## config.mk

```make
export PLATFORM = sky130hd
export DESIGN_NAME = frame_writer_flat
export DESIGN_NICKNAME = d
export VERILOG_FILES = /design/src/rtl/frame_writer_if.sv /design/src/rtl/frame_writer.sv /design/src/flat_wrapper.sv
export SDC_FILE = /design/constraint.sdc
export NUM_CORES = 1
export LEC_CHECK = 0
export ABC_AREA = 0
export BUFFER_PORTS_ARGS = -buffer_cell sky130_fd_sc_hd__clkbuf_2
export CAP_MARGIN = 15
export CORE_MARGIN = 8
export CORE_UTILIZATION = 35
export CTS_CLUSTER_SIZE = 24
export DETAILED_ROUTE_END_ITERATION = 16
export HOLD_SLACK_MARGIN = 0.05
export PLACE_DENSITY = 0.55
export SLEW_MARGIN = 10
export SYNTH_ARGS = -nofsm -noshare
export SYNTH_HDL_FRONTEND = slang
export SYNTH_SLANG_ARGS = --single-unit
```

## constraint.sdc

```tcl
create_clock -name aclk -period 5 [get_ports aclk]
set_input_delay 0.25 -clock aclk [delete_from_list [all_inputs] [get_ports aclk]]
set_output_delay 0.25 -clock aclk [all_outputs]
set_load 0.005 [all_outputs]
```

## src/rtl/frame_writer_if.sv

```systemverilog
// Pixel stream sink and framebuffer write port bundle for frame_writer.
// master drives pixels and accepts writes; slave is the writer itself.
interface frame_writer_if #(
  parameter int unsigned ADDR_W = 16
);
  logic [23:0]       pixel_axis_tdata;
  logic              pixel_axis_tvalid;
  logic              pixel_axis_tready;
  logic [10:0]       hcount_in;
  logic [9:0]        vcount_in;
  logic              mem_we;
  logic [ADDR_W-1:0] mem_addr;
  logic [23:0]       mem_wdata;
  logic              mem_ready;

  modport master (
    output pixel_axis_tdata,
    output pixel_axis_tvalid,
    input  pixel_axis_tready,
    output hcount_in,
    output vcount_in,
    input  mem_we,
    input  mem_addr,
    input  mem_wdata,
    output mem_ready
  );

  modport slave (
    input  pixel_axis_tdata,
    input  pixel_axis_tvalid,
    output pixel_axis_tready,
    input  hcount_in,
    input  vcount_in,
    output mem_we,
    output mem_addr,
    output mem_wdata,
    input  mem_ready
  );
endinterface

```

## src/rtl/frame_writer.sv

```systemverilog
// Captures one tagged pixel frame per start into a framebuffer write port.
// FRAME_WRITER_OOR_CNT_EN adds a saturating out-of-range beat counter.
module frame_writer #(
  parameter int unsigned H_RES  = 320,
  parameter int unsigned V_RES  = 180,
  parameter int unsigned ADDR_W = 16
) (
  input  logic              aclk,
  input  logic              areset,
  input  logic              start,
  frame_writer_if.slave     bus,
  output logic              busy,
  output logic              frame_done,
`ifdef FRAME_WRITER_OOR_CNT_EN
  output logic [15:0]       oor_count,
`endif
  output logic [ADDR_W-1:0] pixel_count
);

  typedef enum logic [1:0] {
    S_IDLE,
    S_CAPT,
    S_DONE
  } state_t;

  localparam logic [10:0] LAST_H = 11'(H_RES - 1);
  localparam logic [9:0]  LAST_V = 10'(V_RES - 1);

  state_t            r_state;
  logic              r_we;
  logic [ADDR_W-1:0] r_addr;
  logic [23:0]       r_wdata;
  logic              r_busy;
  logic              r_done;
  logic              r_last;
  logic [ADDR_W-1:0] r_count;

  logic        w_tready;
  logic        w_accept;
  logic        w_wr_done;
  logic        w_in_range;
  logic        w_is_last;
  logic [31:0] w_addr_full;

  assign w_wr_done = r_we & bus.mem_ready;

  // Single-entry output register: refill as it drains, hold off after last
  assign w_tready =
    (r_state == S_IDLE) |
    ((r_state == S_CAPT) & ~r_last & (~r_we | bus.mem_ready));

  assign w_accept = bus.pixel_axis_tvalid & w_tready;

  assign w_in_range =
    ({21'd0, bus.hcount_in} < 32'(H_RES)) &
    ({22'd0, bus.vcount_in} < 32'(V_RES));

  assign w_is_last =
    (bus.hcount_in == LAST_H) & (bus.vcount_in == LAST_V);

  assign w_addr_full =
    {22'd0, bus.vcount_in} * 32'(H_RES) + {21'd0, bus.hcount_in};

`ifdef FRAME_WRITER_OOR_CNT_EN
  logic [15:0] r_oor;

  always_ff @(posedge aclk or posedge areset) begin
    if (areset) begin
      r_oor <= '0;
    end else if ((r_state == S_IDLE) & start) begin
      r_oor <= '0;
    end else if ((r_state == S_CAPT) & w_accept & ~w_in_range
                 & (r_oor != 16'hFFFF)) begin
      r_oor <= r_oor + 16'd1;
    end
  end

  assign oor_count = r_oor;
`endif

  always_ff @(posedge aclk or posedge areset) begin
    if (areset) begin
      r_state <= S_IDLE;
      r_we    <= 1'b0;
      r_addr  <= '0;
      r_wdata <= '0;
      r_busy  <= 1'b0;
      r_done  <= 1'b0;
      r_last  <= 1'b0;
      r_count <= '0;
    end else begin
      unique case (r_state)
        S_IDLE: begin
          if (start) begin
            r_state <= S_CAPT;
            r_busy  <= 1'b1;
            r_last  <= 1'b0;
            r_count <= '0;
          end
        end
        S_CAPT: begin
          if (w_wr_done) begin
            r_we    <= 1'b0;
            r_count <= r_count + 1'b1;
          end
          if (w_accept & w_in_range) begin
            r_we    <= 1'b1;
            r_addr  <= w_addr_full[ADDR_W-1:0];
            r_wdata <= bus.pixel_axis_tdata;
          end
          if (w_accept & w_is_last) begin
            r_last <= 1'b1;
          end
          if (r_last & w_wr_done) begin
            r_state <= S_DONE;
            r_busy  <= 1'b0;
            r_done  <= 1'b1;
          end
        end
        S_DONE: begin
          r_state <= S_IDLE;
          r_done  <= 1'b0;
        end
        default: begin
          r_state <= S_IDLE;
        end
      endcase
    end
  end

  assign bus.pixel_axis_tready = ~areset & w_tready;
  assign bus.mem_we            = r_we;
  assign bus.mem_addr          = r_addr;
  assign bus.mem_wdata         = r_wdata;
  assign busy                  = r_busy;
  assign frame_done            = r_done;
  assign pixel_count           = r_count;

endmodule

```

## src/flat_wrapper.sv

```systemverilog
// flat-port wrapper written by rule: the top's interface ports become plain ports
module frame_writer_flat 
#(
  parameter int unsigned H_RES  = 320,
  parameter int unsigned V_RES  = 180,
  parameter int unsigned ADDR_W = 16
)
  (aclk, areset, start, busy, frame_done, pixel_count, bus_pixel_axis_tdata, bus_pixel_axis_tvalid, bus_pixel_axis_tready, bus_hcount_in, bus_vcount_in, bus_mem_we, bus_mem_addr, bus_mem_wdata, bus_mem_ready);
  frame_writer_if #(.ADDR_W(ADDR_W)) bus_i ();
  input  logic aclk;
  input  logic areset;
  input  logic start;
  output logic busy;
  output logic frame_done;
  output logic [ADDR_W-1:0] pixel_count;
  input wire logic [$bits(bus_i.pixel_axis_tdata)-1:0] bus_pixel_axis_tdata;
  input wire logic [$bits(bus_i.pixel_axis_tvalid)-1:0] bus_pixel_axis_tvalid;
  output wire logic [$bits(bus_i.pixel_axis_tready)-1:0] bus_pixel_axis_tready;
  input wire logic [$bits(bus_i.hcount_in)-1:0] bus_hcount_in;
  input wire logic [$bits(bus_i.vcount_in)-1:0] bus_vcount_in;
  output wire logic [$bits(bus_i.mem_we)-1:0] bus_mem_we;
  output wire logic [$bits(bus_i.mem_addr)-1:0] bus_mem_addr;
  output wire logic [$bits(bus_i.mem_wdata)-1:0] bus_mem_wdata;
  input wire logic [$bits(bus_i.mem_ready)-1:0] bus_mem_ready;
  assign bus_i.pixel_axis_tdata = bus_pixel_axis_tdata;
  assign bus_i.pixel_axis_tvalid = bus_pixel_axis_tvalid;
  assign bus_pixel_axis_tready = bus_i.pixel_axis_tready;
  assign bus_i.hcount_in = bus_hcount_in;
  assign bus_i.vcount_in = bus_vcount_in;
  assign bus_mem_we = bus_i.mem_we;
  assign bus_mem_addr = bus_i.mem_addr;
  assign bus_mem_wdata = bus_i.mem_wdata;
  assign bus_i.mem_ready = bus_mem_ready;
  frame_writer #(.H_RES(H_RES), .V_RES(V_RES), .ADDR_W(ADDR_W)) u_core (.aclk(aclk), .areset(areset), .start(start), .bus(bus_i), .busy(busy), .frame_done(frame_done), .pixel_count(pixel_count));
endmodule
```

==> flow_metrics.env, run 1 <==
export IMPL_relSlewSlack_pct=47.5
export IMPL_syn_to_final_growth_pct=27.0
export IMPL_path_clk_slew_ps=70
export IMPL_avgViaCountPerCell=4.86
export IMPL_die_area_um2=12500
export IMPL_place_gp_congestion=0.795
export IMPL_syn_inst=279
export IMPL_grt_usage_pct=12.8
export IMPL_worst_ep_arrival_time_ps=2690
export IMPL_drt_pass1_iterations=4
export IMPL_fin_nets=467
export IMPL_power_leakage_nw=2.11
export IMPL_yosysWarnings=0
export IMPL_cp_required_ps=5210
export IMPL_hold_viol=0
export IMPL_grt_pass1_vias=2706
export IMPL_cts_tree="yes"
export IMPL_final_common_cell="clkbuf_2"
export IMPL_grt_max_degree=64
export IMPL_die_y_um=112
export IMPL_final_setup_tns_ps=0
export IMPL_mostFrequentLayoutCells="clkbuf_2, dfrtp_1, mux2_1, nor2_1, ha_1"
export IMPL_skew_ps=6.66
export IMPL_rsz0062_at_grt="false"
export IMPL_cts_max_level=3
export IMPL_io_buffers=109
export IMPL_cp_max_fo=34
export IMPL_layout_cells_non_filler=512
export IMPL_layout_min_cycle_time_ps=2480
export IMPL_synth_area_um2=3200
export IMPL_grt_ovfl_total=0
export IMPL_ys_seq_elements=62
export IMPL_power_density_nw_per_um2=363
export IMPL_postSynthAreaPerCell_um2=11.5
export IMPL_cts_buffer_depth=2
export IMPL_clock_latency_ps=330
export IMPL_critical_path_class="flip-flop to flip-flop"
export IMPL_rows=35
export IMPL_drtAntennaViolNets=0
export IMPL_placed_cells=496
export IMPL_max_clock_freq_ghz=0.403
export IMPL_synth_nets=350
export IMPL_routedWlPerCell_um=14.9
export IMPL_cp_end_kind="flip-flop"
export IMPL_peakVddDrop_mv=0.130
export IMPL_setup_viol=0
export IMPL_slew_viol_final=0
export IMPL_die_w_um=112
export IMPL_clockRootBuffer="clkbuf_8"
export IMPL_cts_hold_buffers=0
export IMPL_cts_sinks=62
export IMPL_antenna_found_initial=0
export IMPL_route_detailed_drc=0
export IMPL_dp_hpwl_mm=6.04
export IMPL_drive_above_1_share_pct=33.4
export IMPL_worstMarginPinSlew_ps=787
export IMPL_cp_start_kind="flip-flop"
export IMPL_num_fill_cells=892
export IMPL_synth_cell_type_count=43
export IMPL_num_vias=2487
export IMPL_cts_resized=0
export IMPL_core_area_um2=9060
export IMPL_hold_path_class="primary input to flip-flop"
export IMPL_diodes=0
export IMPL_status="complete, no violations"
export IMPL_wl_mm=7.63
export IMPL_grt_pass1_wl_mm=13.0
export IMPL_cap_violations=0
export IMPL_ioPinCount=110
export IMPL_cts_setup_buffers=0
export IMPL_cts_made_buffers=9
export IMPL_synth_seq_area_share_pct=48.5
export IMPL_fin_crit_sh_pct=49.7
export IMPL_drt_iter0_drc=63
export IMPL_initial_utilization_pct=35.3
==> cell families after synthesis <==
| logic type | Yosys count | share of synthesized area, % |
|---|---|---|
| simple gates | 80 | 12.8 |
| xor+xnor | 26 | 7.11 |
| fa+ha+maj | 21 | 8.68 |
| mux | 35 | 12.3 |
| flops | 62 | 48.5 |
| compound gates | 39 | 7.97 |
| buf+inv | 16 | 2.70 |
==> worst paths after layout <==
path,start,to,slack [ps],cells past startpoint
hold reg to reg,u_core.bus.mem_wdata[4]$_DFFE_PP0P_,u_core.bus.mem_wdata[4]$_DFFE_PP0P_,480,1
max in group asynchronous,areset,u_core.bus.mem_addr[12]$_DFFE_PP0P_,4360,3
setup reg to reg,u_core.r_state[1]$_DFFE_PP0P_,u_core.bus.mem_wdata[17]$_DFFE_PP0P_,2520,6
setup / recovery,u_core.r_state[1]$_DFFE_PP0P_,u_core.bus.mem_wdata[17]$_DFFE_PP0P_,2520,6
min in group asynchronous,areset,u_core.bus.mem_wdata[3]$_DFFE_PP0P_,150,3
hold / removal,bus_pixel_axis_tdata[7],u_core.bus.mem_wdata[7]$_DFFE_PP0P_,130,2
==> cells in the mapped netlist, drive strengths merged <==
cell	count	area share, %
nand4b	1	0.27
buf	4	1.3
clkbuf	2	0.23
a21o	4	0.94
and3	3	0.59
xnor2	11	3.0
a21oi	11	1.7
o22ai	1	0.20
and2b	1	0.23
or2	1	0.20
dfrtp	62	48
o211ai	3	0.70
nand3	8	1.3
o21bai	2	0.47
or4	1	0.23
mux2i	1	0.31
nor3b	3	0.70
and4	2	0.55
a211oi	3	0.70
mux2	34	12
fa	2	1.3
nand4	9	1.8
o21ba	1	0.31
o2111ai	1	0.27
nor2b	3	0.59
a2111oi	2	0.74
nor3	1	0.16
or4b	1	0.31
nor2	28	3.5
o41ai	1	0.27
nand2b	2	0.39
a21boi	1	0.23
o21ai	9	1.4
nand2	15	1.8
and3b	1	0.27
ha	19	7.4
inv	10	1.2
xor2	15	4.1
==> critical path, cell delays in order (launching register included) <==
cell and delay (ps):
dfrtp_1 430, and2b_1 290, nor3b_1 230, nand4_1 250, nor2_4 320, buf_4 450
mux2_1 380
==> per-layer routing <==
metal	track usage [%]	share of wire, %	wire length (um)	vias to the layer above
li1	-	-	-	1219
met1	14.3	44	3340	1197
met2	22.1	50	3800	62
met3	3.14	4.8	370	9
met4	6.47	1.7	128	0
met5	0	0	0	-
==> cell type report <==
| class | count | area (um^2) | area share (%) |
|---|---|---|---|
| clock buffers | 12 | 155 | 3.82 |
| clock inverters | 4 | 45.0 | 1.11 |
| inverters | 10 | 37.5 | 0.924 |
| multi-input cells | 201 | 1570 | 38.6 |
| flip-flops and latches | 62 | 1550 | 38.2 |
| well taps | 111 | 139 | 3.42 |
| repair buffers | 112 | 568 | 14.0 |
==> through the flow <==
stage          hold WS [ps]  area [um^2]  worst slack (ps)  power (mW)  util (%)
2_1_floorplan           385         3200              2700       0.863         -
3_3_place_gp            464         3860              2430        1.04      42.6
3_5_place_dp            469         3860              2360        1.05      42.6
4_1_cts                 109         4060              2470        1.51      44.8
5_1_grt                 119         4060              2300        1.58      44.8
6_report                133         4060              2520        1.48      44.8
==> sequential cells by signal (all words and copies together) (netlist names) <==
register and cells:
u_core.r_last 1, u_core.pixel_count 16, u_core.frame_done 1, u_core.busy 1, u_core.bus.mem_we 1, u_core.bus.mem_addr 16, u_core.r_state 2, u_core.bus.mem_wdata 24
==> where the power goes <==
group	switching [mW]	total, mW	internal [mW]
registers	0.0596	0.659	0.600
logic	0.183	0.371	0.188
clock network	0.190	0.445	0.255
total	0.433	1.48	1.04
No activity file was read; power rests on OpenSTA's default activity.
==> inputs of run 2 (changes only) <==
--- a/config.mk
+++ b/config.mk
@@ -5,7 +5,7 @@
 export SDC_FILE = /design/constraint.sdc
 export NUM_CORES = 1
 export LEC_CHECK = 0
-export ABC_AREA = 0
+export ABC_AREA = 1
 export BUFFER_PORTS_ARGS = -buffer_cell sky130_fd_sc_hd__clkbuf_2
 export CAP_MARGIN = 15
 export CORE_MARGIN = 8
==> constraint.sdc (replaced) <==
create_clock -name aclk -period 2.38 [get_ports aclk]
set_input_delay 0.119 -clock aclk [delete_from_list [all_inputs] [get_ports aclk]]
set_output_delay 0.119 -clock aclk [all_outputs]
set_load 0.005 [all_outputs]
==> flow_metrics.env, run 2 <==
export IMPL_finalPower_mw=3.49
export IMPL_route_detailed_drc=0
export IMPL_grt_pass1_vias=3232
export IMPL_cts_tree="yes"
export IMPL_place_gp_congestion=0.857
export IMPL_diodes=0
export IMPL_fin_nets=658
export IMPL_max_clock_freq_ghz=0.475
export IMPL_layout_min_cycle_time_ps=2100
export IMPL_yosys_area_top_type="dfrtp_1"
export IMPL_drt_pass1_iterations=4
export IMPL_power_leakage_nw=2.56
export IMPL_cts_sinks=62
export IMPL_final_common_cell="nand2_1"
export IMPL_pre_cts_ws_ps=-48.6
export IMPL_cp_required_ps=2650
export IMPL_slew_viol_final=0
export IMPL_layout_cells_non_filler=725
export IMPL_fin_ws_ps=277
export IMPL_rr_worst_depth=7
export IMPL_grt_ovfl_total=0
export IMPL_die_w_um=115
export IMPL_synthMuxAreaShare_pct=0
export IMPL_synth_cell_type_count=34
export IMPL_grt_pass1_wl_mm=16.0
export IMPL_ioPinCount=110
export IMPL_cp_max_fo=4
export IMPL_synth_adder_area_share_pct=8.07
export IMPL_status="complete, no violations"
export IMPL_worstMarginPinSlew_ps=588
export IMPL_min_path_cells=3
export IMPL_synth_seq_area_share_pct=45.1
export IMPL_cts_max_level=3
export IMPL_syn_inst=437
export IMPL_hold_end="u_core.r_last$_DFFE_PP0P_"
export IMPL_rows=36
export IMPL_synth_xor_area_share_pct=3.78
export IMPL_async_flop_share_pct=100
export IMPL_largest_register_ffs=24
export IMPL_rsz0062_at_grt="false"
export IMPL_cts_buffer_depth=2
export IMPL_die_area_um2=13300
export IMPL_path_clk_slew_ps=70
export IMPL_yosys_top_cells_area="dfrtp_1, nand2_1, ha_1, inv_1, nand3_1"
export IMPL_r2r_end="u_core.bus.mem_addr[13]$_DFFE_PP0P_"
export IMPL_ys_seq_elements=62
export IMPL_placed_cells=678
export IMPL_relSlewSlack_pct=60.8
export IMPL_peakVddDrop_mv=0.244
export IMPL_num_fill_cells=981
export IMPL_dp_hpwl_mm=7.46
export IMPL_cts_made_buffers=9
export IMPL_setup_viol=0
export IMPL_synth_simple_area_share_pct=30.3
export IMPL_syn_to_final_growth_pct=35.5
export IMPL_core_area_um2=9640
export IMPL_final_core_util_pct=48.4
export IMPL_yosysMostFrequentCell="nand2_1"
export IMPL_fin_crit_sh_pct=88.4
export IMPL_synth_edf_count=0
export IMPL_ys_flop_type="dfrtp_1"
export IMPL_cap_violations=0
export IMPL_worst_ep_arrival_time_ps=2370
export IMPL_initial_utilization_pct=35.7
export IMPL_min_from="bus_pixel_axis_tvalid"
export IMPL_synth_area_um2=3440
export IMPL_grt_usage_pct=15.1
export IMPL_clockRootBuffer="clkbuf_8"
export IMPL_routedWlPerCell_um=13.5
export IMPL_clock_latency_ps=330
export IMPL_synth_top_area_share_pct=45.1
export IMPL_power_density_nw_per_um2=748
export IMPL_yosysWarnings=0
export IMPL_hold_path_class="primary input to flip-flop"
export IMPL_final_setup_tns_ps=0
export IMPL_io_buffers=109
export IMPL_cts_resized=0
export IMPL_hold_viol=0
export IMPL_skew_ps=11.3
export IMPL_die_y_um=115
export IMPL_mostFrequentLayoutCells="nand2_1, clkbuf_2, dfrtp_1, inv_1, dlygate4sd3_1"
export IMPL_synth_nets=508
export IMPL_multi_input_area_um2=1670
export IMPL_cp_start_kind="primary input"
export IMPL_drt_iter0_drc=166
export IMPL_cp_end_kind="flip-flop"
export IMPL_postSynthAreaPerCell_um2=7.87
export IMPL_synth_compound_area_share_pct=6.55
export IMPL_num_vias=3310
export IMPL_critical_path_class="primary input to flip-flop"
export IMPL_drive_above_1_share_pct=24.3
export IMPL_synth_top_family_by_area="simple AND/OR/NAND/NOR gates"
export IMPL_worstReg2RegStart="u_core.r_state[1]$_DFFE_PP0P_"
export IMPL_wl_mm=9.79
export IMPL_synth_commonest_cells="nand2_1, dfrtp_1, inv_1"
export IMPL_grt_max_degree=47
export IMPL_drtAntennaViolNets=0
export IMPL_r2r_slack_ps=510
export IMPL_antenna_found_initial=0
export IMPL_layout_area_seq_um2=1550
export IMPL_avgViaCountPerCell=4.57
[run 2: cell type report]
class,instances,area share [%]
multi-input cells,325,35.9
flip-flops and latches,62,33.3
clock buffers,11,3.03
clock inverters,5,1.26
well taps,133,3.57
repair buffers,148,19.6
inverters,41,3.30
[run 2: worst max-delay path: stages]
cell and delay, ps:
clkbuf_2 100, ha_1 290, ha_1 230, fa_1 440
ha_1 350, nand2_1 80, inv_1 60, nand2_1 40
nand2_1 50, a21oi_1 40, buf_4 140, nor2_2 140
nand3_1 90, nand2_1 70, nand3_1 60, nand2_1 70
[run 2: layer usage]
layer / up-vias / GRT usage [%] / wire, um
met5: - / 0 / 0
met4: 0 / 5.69 / 155
met3: 14 / 3.20 / 475
met2: 72 / 25.3 / 4840
met1: 1525 / 18.6 / 4320
li1: 1699 / - / -
[run 2: repair_timing]
action / in CTS / in global routing
setup endpoints to repair: 0 / 0
setup buffers: 0 / 0
hold buffers: 31 / 0
endpoints found under the hold margin: 41 / 0
[run 2: how the worst max path moves through the flow]
stage,start,endpoint,slack [ps],cells after the start
final,bus_vcount_in[1],u_core.bus.mem_addr[15]$_DFFE_PP0P_,280,16
after global routing,bus_vcount_in[1],u_core.bus.mem_addr[15]$_DFFE_PP0P_,90,16
after CTS,bus_vcount_in[1],u_core.bus.mem_addr[15]$_DFFE_PP0P_,290,16
after detailed placement,bus_vcount_in[1],u_core.bus.mem_addr[15]$_DFFE_PP0P_,-50,16
after global placement,bus_vcount_in[1],u_core.bus.mem_addr[15]$_DFFE_PP0P_,5,15
after floorplan,bus_vcount_in[1],u_core.bus.mem_addr[15]$_DFFE_PP0P_,160,14
[run 2: cell families (layout without fill, tap and decap cells)]
kind of cell	Yosys count	count (layout)
AOI/OAI and AO/OA	41	41
and+or+nand+nor	249	249
DFF	62	62
xor gates and xnor gates	14	14
adders and majority gates	21	21
buffers and inverters	50	205
[run 2: through the flow]
stage | hold WS (ps) | cell area (um^2)
3_5_place_dp | 70.8 | 4150
2_1_floorplan | 229 | 3440
6_report | 122 | 4660
3_3_place_gp | 72.1 | 4150
4_1_cts | 103 | 4660
5_1_grt | 122 | 4660
[run 2: power breakdown]
part	internal [mW]	switching [mW]	total, mW
Combinational	0.485	0.601	1.09
Clock	0.512	0.419	0.931
Sequential	1.31	0.156	1.47
Total	2.31	1.18	3.49
